**src/rtl/nco_pkg.sv**
```systemverilog
// rtl/nco_pkg.sv - shared widths, state encoding and config register codes for the NCO
package nco_pkg;

  localparam int NCO_ACC_W   = 32;
  localparam int NCO_PHASE_W = 8;

  typedef enum logic [1:0] {
    IDLE  = 2'd0,
    RUN   = 2'd1,
    SWEEP = 2'd2
  } nco_state_t;

  localparam logic [1:0] CFG_FTW   = 2'd0;
  localparam logic [1:0] CFG_OFF   = 2'd1;
  localparam logic [1:0] CFG_STEP  = 2'd2;
  localparam logic [1:0] CFG_LIMIT = 2'd3;

endpackage

```
**src/rtl/nco_sweep_ctrl.sv**
```systemverilog
// rtl/nco_sweep_ctrl.sv - live tuning word with sawtooth chirp sweep and reload
module nco_sweep_ctrl
  import nco_pkg::*;
#(
  parameter int ACC_W = NCO_ACC_W
) (
  input  logic             clk,
  input  logic             rst,
  input  logic             sweep_tick,
  input  logic             wr_en,
  input  logic [1:0]       wr_sel,
  input  logic [ACC_W-1:0] wr_data,
  output logic [ACC_W-1:0] ftw,
  output logic             sweep_wrap
);

  logic [ACC_W-1:0] ftw_q, ftw_d;
  logic [ACC_W-1:0] ftw_base_q, ftw_base_d;
  logic [ACC_W-1:0] step_q, step_d;
  logic [ACC_W-1:0] limit_q, limit_d;
  logic             sweep_wrap_q, sweep_wrap_d;
  logic [ACC_W:0]   next_ftw;

  always_comb begin
    // Carry kept so an overflowing step always counts as exceeding the limit
    next_ftw     = {1'b0, ftw_q} + {1'b0, step_q};
    ftw_d        = ftw_q;
    ftw_base_d   = ftw_base_q;
    step_d       = step_q;
    limit_d      = limit_q;
    sweep_wrap_d = 1'b0;
    if (sweep_tick) begin
      if (next_ftw > {1'b0, limit_q}) begin
        ftw_d        = ftw_base_q;
        sweep_wrap_d = 1'b1;
      end else begin
        ftw_d = next_ftw[ACC_W-1:0];
      end
    end
    if (wr_en) begin
      case (wr_sel)
        CFG_FTW: begin
          ftw_base_d = wr_data;
          ftw_d      = wr_data;
        end
        CFG_STEP:  step_d  = wr_data;
        CFG_LIMIT: limit_d = wr_data;
        default: ;
      endcase
    end
  end

  always_ff @(posedge clk or negedge rst) begin
    if (!rst) begin
      ftw_q        <= '0;
      ftw_base_q   <= '0;
      step_q       <= '0;
      limit_q      <= '0;
      sweep_wrap_q <= 1'b0;
    end else begin
      ftw_q        <= ftw_d;
      ftw_base_q   <= ftw_base_d;
      step_q       <= step_d;
      limit_q      <= limit_d;
      sweep_wrap_q <= sweep_wrap_d;
    end
  end

  assign ftw        = ftw_q;
  assign sweep_wrap = sweep_wrap_q;

endmodule

```
**src/rtl/nco_phase_accum.sv**
```systemverilog
// rtl/nco_phase_accum.sv - phase accumulator producing the sine table index, with chirp sweep
module nco_phase_accum
  import nco_pkg::*;
#(
  parameter int ACC_W   = NCO_ACC_W,
  parameter int PHASE_W = NCO_PHASE_W
) (
  input  logic               clk,
  input  logic               rst,
  input  logic               en,
  input  logic               sweep_en,
  input  logic               sync_clr,
  input  logic               cfg_valid,
  output logic               cfg_ready,
  input  logic [1:0]         cfg_sel,
  input  logic [ACC_W-1:0]   cfg_data,
  output logic [PHASE_W-1:0] phase_out,
  output logic               phase_valid,
  output logic               wrap,
  output logic               sweep_wrap
);

  nco_state_t         state_q, state_d;
  logic [ACC_W-1:0]   acc_q, acc_d;
  logic [ACC_W-1:0]   off_q, off_d;
  logic [PHASE_W-1:0] phase_q, phase_d;
  logic               valid_q, valid_d;
  logic               wrap_q, wrap_d;
  logic               ready_q, ready_d;
  logic               active;
  logic               cfg_accept;
  logic [ACC_W-1:0]   ftw;
  logic [ACC_W-1:0]   idx_sum;
  logic [ACC_W:0]     acc_sum;
  logic               unused_idx_bits;

  always_comb begin
    // A running state only advances while en is still high on this edge
    active     = en && (state_q != IDLE);
    cfg_accept = cfg_valid && ready_q;
    idx_sum    = acc_q + off_q;
    acc_sum    = {1'b0, acc_q} + {1'b0, ftw};

    state_d = IDLE;
    if (en) state_d = sweep_en ? SWEEP : RUN;

    acc_d   = acc_q;
    phase_d = phase_q;
    valid_d = 1'b0;
    wrap_d  = 1'b0;
    if (active) begin
      acc_d   = acc_sum[ACC_W-1:0];
      phase_d = idx_sum[ACC_W-1 -: PHASE_W];
      valid_d = 1'b1;
      wrap_d  = acc_sum[ACC_W];
    end
    if (sync_clr) begin
      acc_d  = '0;
      wrap_d = 1'b0;
    end

    off_d   = (cfg_accept && (cfg_sel == CFG_OFF)) ? cfg_data : off_q;
    ready_d = !cfg_accept;
  end

  assign unused_idx_bits = ^idx_sum[ACC_W-PHASE_W-1:0];

  nco_sweep_ctrl #(.ACC_W(ACC_W)) u_sweep (
    .clk        (clk),
    .rst        (rst),
    .sweep_tick (active && (state_q == SWEEP)),
    .wr_en      (cfg_accept),
    .wr_sel     (cfg_sel),
    .wr_data    (cfg_data),
    .ftw        (ftw),
    .sweep_wrap (sweep_wrap)
  );

  always_ff @(posedge clk or negedge rst) begin
    if (!rst) begin
      state_q <= IDLE;
      acc_q   <= '0;
      off_q   <= '0;
      phase_q <= '0;
      valid_q <= 1'b0;
      wrap_q  <= 1'b0;
      ready_q <= 1'b1;
    end else begin
      state_q <= state_d;
      acc_q   <= acc_d;
      off_q   <= off_d;
      phase_q <= phase_d;
      valid_q <= valid_d;
      wrap_q  <= wrap_d;
      ready_q <= ready_d;
    end
  end

  assign phase_out   = phase_q;
  assign phase_valid = valid_q;
  assign wrap        = wrap_q;
  assign cfg_ready   = ready_q;

endmodule

```
**config.mk**
```make
export PLATFORM = sky130hd
export DESIGN_NAME = nco_phase_accum
export DESIGN_NICKNAME = d
export VERILOG_FILES = /design/src/rtl/nco_pkg.sv /design/src/rtl/nco_sweep_ctrl.sv /design/src/rtl/nco_phase_accum.sv
export SDC_FILE = /design/constraint.sdc
export NUM_CORES = 1
export LEC_CHECK = 0
export ABC_CLOCK_PERIOD_IN_PS = 10750
export CAP_MARGIN = 0
export CORE_ASPECT_RATIO = 0.8
export CORE_MARGIN = 2
export CORE_UTILIZATION = 43
export DETAILED_ROUTE_END_ITERATION = 10
export PLACE_DENSITY = 0.59
export SETUP_SLACK_MARGIN = 0.2
export SYNTH_ARGS = -nofsm -noshare
export SYNTH_HDL_FRONTEND = slang
export SYNTH_HIERARCHICAL = 1
export SYNTH_SLANG_ARGS = --single-unit
```
**constraint.sdc**
```tcl
create_clock -name clk -period 10.75 [get_ports clk]
set_clock_uncertainty 0.15 [all_clocks]
set_input_delay 3.225 -clock clk [delete_from_list [all_inputs] [get_ports clk]]
set_output_delay 3.225 -clock clk [all_outputs]
set_load 0.1 [all_outputs]
```
==> qor.csv, run 1 <==
metric,value,unit
portBuffers,51,
htreeDepth,1,
vias,10750,
dieArea,33070,um2
use_met3,4.010,%
setup-violations-final,0,
drive_gt1_share,14.83,%
synth_cell_type_count,99,
layout_common_cells,"dfrtp_1, nand2_1, ha_1",
antenna_found_initial,1,
final_common_cell,dfrtp_1,
drtAntennaViolNets,0,
regArea,5156,um2
yosysWarnings,6,
gp_congestion,0.9681,
crit_buf_inv,1,
path_delay_family,compound AO/OA/AOI/OAI gates,
drt_pass1_iterations,5,
numCtsBuffers,24,
status,completed,
drv_cap,0,
post_cts_resize_count,0,
r2r-end,u_sweep/ftw[3],
root_buffer,clkbuf_16,
fillCellCount,2941,
hold_class,reg -> reg,
r2r_slack,4460,ps
rsz0062_at_grt,false,
slew_headroom,25.57,%
ys.flop_type,dfrtp_1,
grt_overflow,0,
totalWireLength,37580,um
dp_hpwl,28000,um
ys_ff_latch,206,
min_to,u_sweep/ftw_base_q[28],
dp.cells,1812,
reg2reg_depth,20,
final_cells,1857,
multi_input_area,7940,um2
core,31280,um2
grt_max_degree,85,
synth.avg_cell_area,9.818,um2
path_cells,"ha_1, and2_1, a221oi_2, a21oi_1, o211a_1, o2111ai_1, a21oi_1, a221oi_1, xnor2_1, ha_1, nand3_1, nor4_1, nand4_1, o41ai_1, o211ai_1, a31oi_4, buf_4, mux2_2, mux2i_1, o21ai_0",
die_h,163.1,um
synth_nets,1553,
crit_slowest_cell,a31oi_4,
yosysTopAreaCell,dfrtp_1,
drc_errors,0,
holdCritStartpoint,u_sweep/ftw_base_q[28],
fmax,0.1590,GHz
syn_inst,1385,
post_drt_wl_per_cell,20.24,um
fin_area,15290,um2
p_per_area,302.0,nW/um2
cp_max_fo,28,
grt_usage,23.10,%
synth-seq-area-share,37.92,%
num_rows,58,
grt_util_met1,37.23,%
worst_pin_slew,1102,ps
cts_max_path_buffers,3,
critPathKind,reg -> reg,
worstSkewPairLatency,540,ps
slew_viol_final,0,
boundaryPins,52,
die_w,202.8,um
first_global_vias,10330,
post_cts_buffers,0,
async_flop_share,100.0,%
avgViaCountPerCell,5.788,
endpoint_kind,flop,
cp.required,10980,ps
r2r-start,u_sweep/ftw[3],
final_hold_viol_count,0,
holdPathStages,2,
cts_num_sinks,206,
start_util,43.48,%
fin_setup_tns,0,ps
synthTopCellsByArea,"dfrtp_1, ha_1, mux2_2, nand2_1, a21oi_1",
grt_pass1_wl,59590,um
setup_ws,4461,ps
cts_hold_buf,0,
critPathMaxStageDelay,640,ps
startpoint_type,flop,
synth_edf_count,0,
post-route-min-period,6289,ps
leakagePower,7.086,nW
busiest_layer,met1,
synth.top_cell.area_share,37.73,%
ir_drop,153.6,uV
cts.clk_slew.worst_paths,60,ps
final_util,48.89,%
finish.net_count,1586,
netlist_area,13600,um2
min_period_over_period,58.50,%
post-place-ws,4489,ps
tritoncts,yes,
use_met2,32.36,%
placed_cell_area,14430,um2
areaGrowthSynthToFinish,12.46,%
cp.arrival,6520,ps
drt_iter0_markers,813,
power by group:
group / leakage [nW] / internal [mW] / switching [mW]
Sequential: 2.55 / 0.973 / 0.202
Clock: 0.417 / 0.536 / 0.350
Combinational: 4.12 / 1.05 / 1.50
worst register-to-register path: stages, from the launching register on:
cell       delay, ps
dfrtp_1          430
ha_1             370
and2_1           200
a221oi_2         300
a21oi_1          180
o211a_1          270
o2111ai_1        280
a21oi_1          160
a221oi_1         510
xnor2_1          150
ha_1             310
nand3_1          140
nor4_1           430
nand4_1          180
o41ai_1          100
o211ai_1         210
a31oi_4          640
buf_4            500
mux2_2           410
mux2i_1          130
o21ai_0          110
worst max-delay path by stage:
stage	end	startpoint	slack, ps	cells after the start
6_report	u_sweep/ftw[3]	u_sweep/ftw[3]	4460	20
5_1_grt	u_sweep/ftw[4]	u_sweep/ftw[4]	3960	20
4_1_cts	u_sweep/ftw[3]	u_sweep/ftw[0]	4450	21
3_5_place_dp	u_sweep/ftw[3]	u_sweep/ftw[0]	4490	21
3_3_place_gp	u_sweep/ftw[3]	u_sweep/ftw[0]	4620	21
2_1_floorplan	u_sweep/ftw[29]	u_sweep/ftw[0]	5760	21
registers in the layout, indices dropped and copies added (netlist names):
| signal | flops |
|---|---|
| phase_valid | 1 |
| u_sweep/sweep_wrap | 1 |
| u_sweep/limit_q | 32 |
| cfg_ready | 1 |
| u_sweep/ftw | 32 |
| acc_q | 32 |
| u_sweep/step_q | 32 |
| u_sweep/ftw_base_q | 32 |
| wrap | 1 |
| state_q | 2 |
| off_q | 32 |
| phase_out | 8 |
final cells by class:
class	instances	share of cell area, %
Timing Repair Buffer	61	3.862
Inverter	58	1.424
Sequential cell	206	33.72
Clock buffer	28	4.296
Multi-Input combinational cell	1067	51.92
Tap cell	420	3.436
Clock inverter	16	1.325
Antenna cell	1	0.01636
Yosys cell counts (all sizes together) (7+ instances only):
library cell	count
dfrtp	205
nand2	186
ha	126
mux2	112
a21oi	97
o21ai	80
inv	58
nor2	46
nand3	43
a21o	38
clkbuf	36
xnor2	25
mux2i	22
nand4	22
nor3	19
a211oi	17
buf	17
o211ai	16
xor2	15
nor2b	14
a31oi	13
and2	13
and3	12
o21a	12
nand2b	11
o21bai	10
a221oi	7
nor4	7
or3	7
or4	7
logic make-up (layout without fill, tap and decap cells):
kind of cell,Yosys count,after routing,synth area share (%)
AO/OA/AOI/OAI,355,355,17.94
XOR/XNOR,40,40,2.576
adder cells (fa/ha/maj),128,128,11.89
flip-flops,206,206,37.92
multiplexers,134,134,11.14
other,0,1,0
buffers and inverters,112,163,3.874
AND/OR/NAND/NOR,410,410,14.66
layer usage:
metal	wire [um]	vias to the layer above	part of all wire, %
li1	-	5173	-
met1	19840	5285	53
met2	14990	252	40
met3	2259	38	6.0
met4	494	0	1.3
met5	0	-	0
per-stage QoR:
stage                     total power, mW  hold WS (ps)
after floorplan                     3.108         287.9
after global placement              3.675         299.1
after detailed placement            3.698         303.2
after CTS                           4.608         318.2
after global routing                4.966         347.4
final                               4.618         316.3
Note: power is estimated with default switching activity, not from simulation.
==> run 2: changes to the inputs <==
- ABC_CLOCK_PERIOD_IN_PS: 10750 -> 6300
- clock period: 10.75 -> 6.3 ns (I/O delays scaled with it)
==> run 2 against run 1 <==
Compared with the run above:
- critical path depth unchanged
- first-iteration DRC count is 3.0% higher
- non-clock buffer count up 3
- worst hold slack improved by 3.8 ps
- maximum frequency increased by 13%
- clock power is 69% higher
- critical path type unchanged
- critical endpoint unchanged
- highest routed layer unchanged
==> qor.csv, run 2 (same netlist as run 1, synthesis figures left out) <==
metric,value,unit,change
hold_class,reg -> reg,,
post_cts_buffers,0,,unchanged
path_delay_family,compound AO/OA/AOI/OAI gates,,
slew_viol_final,0,,unchanged
setup-violations-final,0,,unchanged
crit_slowest_cell,a221oi_1,,
cp_max_fo,32,,+14%
post_cts_resize_count,0,,unchanged
vias,10860,,+1.0%
num_rows,58,,unchanged
min_period_over_period,88.14,%,+30 points
finish.net_count,1589,,+0.19%
status,completed,,
dieArea,33070,um2,unchanged
drt_iter0_markers,837,,+3.0%
critPathKind,reg -> reg,,
core,31280,um2,unchanged
drc_errors,0,,unchanged
endpoint_kind,flop,,
cts_hold_buf,0,,unchanged
first_global_vias,10560,,+2.2%
fin_setup_tns,0,ps,unchanged
startpoint_type,flop,,
final_cells,1860,,+0.16%
cp.required,6550,ps,-4430 ps
numCtsBuffers,24,,unchanged
dp.cells,1815,,+0.17%
cts_max_path_buffers,3,,unchanged
rsz0062_at_grt,false,,
avgViaCountPerCell,5.839,,+0.88%
final_hold_viol_count,0,,unchanged
slew_headroom,32.64,%,+7.1 points
tritoncts,yes,,
crit_buf_inv,1,,unchanged
htreeDepth,1,,unchanged
grt_max_degree,129,,+52%
areaGrowthSynthToFinish,12.75,%,
grt_pass1_wl,60910,um,+2.2%
dp_hpwl,28220,um,+0.78%
boundaryPins,52,,unchanged
layout_common_cells,"dfrtp_1, nand2_1, ha_1",,
fillCellCount,2883,,-2.0%
totalWireLength,38290,um,+1.9%
leakagePower,7.118,nW,+0.46%
drive_gt1_share,14.88,%,+0.049 points
cts.clk_slew.worst_paths,60,ps,about the same
post_drt_wl_per_cell,20.59,um,+1.7%
ir_drop,323.4,uV,+110%
drtAntennaViolNets,0,,unchanged
drv_cap,0,,unchanged
critPathMaxStageDelay,470,ps,-170 ps
antenna_found_initial,0,,-1
gp_congestion,0.9404,,-2.9%
path_cells,"ha_1, and2_1, a221oi_2, a21oi_1, o211a_1, o2111ai_1, a21oi_1, a221oi_1, xnor2_1, ha_1, nand3_1, nor4_1, nand4_1, o41ai_1, o211ai_1, a31oi_4, buf_12, mux2_2, mux2i_1, o21ai_0",,
worst_pin_slew,1009,ps,-93.09 ps
fmax,0.1801,GHz,+13%
final_common_cell,dfrtp_1,,
die_w,202.8,um,unchanged
p_per_area,518.4,nW/um2,+72%
worstSkewPairLatency,540,ps,about the same
cts_num_sinks,206,,unchanged
start_util,43.48,%,unchanged
grt_usage,23.66,%,+0.56 points
drt_pass1_iterations,5,,unchanged
root_buffer,clkbuf_16,,
cp.arrival,5810,ps,-710 ps
portBuffers,51,,unchanged
die_h,163.1,um,unchanged
post-route-min-period,5553,ps,-736.3 ps
grt_overflow,0,,unchanged
==> run 2: path summary, 6_finish.rpt <==
path / startpoint / end / slack (ps) / depth (start not counted)
min in group asynchronous: rst / u_sweep/limit_q[7] / 1330 / 1
setup / recovery: u_sweep/ftw[3] / u_sweep/ftw[3] / 750 / 20
hold / removal: cfg_ready / cfg_ready / 320 / 1
hold reg to reg: cfg_ready / cfg_ready / 320 / 1
max in group asynchronous: rst / phase_out[6] / 3630 / 2
setup reg to reg: u_sweep/ftw[3] / u_sweep/ftw[3] / 750 / 20
==> run 2: routing by layer <==
layer	track usage [%]	routed length [um]	part of all wire (%)
met5	0	0	0
met4	5.109	815	2.1
met3	4.210	2307	6.0
met2	32.85	15080	39
met1	37.68	20090	52
==> run 2: stage by stage <==
step                cell area, um2  hold slack, ps  util (%)  setup slack [ps]  power [mW]
global route                 15330           341.2     49.00             263.0       8.522
detailed placement           14480           308.0     46.29             821.3       6.360
finish                       15330           320.1     49.02             747.4       7.948
floorplan                    13600           287.9         -              1308       5.304
global placement             14480           300.4     46.29             950.0       6.317
CTS                          15330           322.4     49.00             779.8       7.910
==> run 2: area by class of cell <==
| type | count | area, um2 | share of cell area (%) |
|---|---|---|---|
| antenna | 2 | 5.005 | 0.03264 |
| clock buffer | 34 | 729.5 | 4.758 |
| clock inverter | 9 | 120.1 | 0.7834 |
| inverter | 58 | 217.7 | 1.420 |
| multi-input combinational | 1067 | 7940 | 51.79 |
| sequential | 206 | 5156 | 33.63 |
| tap | 420 | 525.5 | 3.427 |
| timing repair buffer | 64 | 638.1 | 4.162 |
==> run 2: power by group <==
part | internal, mW | switching, mW | total [mW]
sequential | 1.66 | 0.345 | 2.01
clock | 0.923 | 0.580 | 1.50
combinational | 1.85 | 2.59 | 4.44
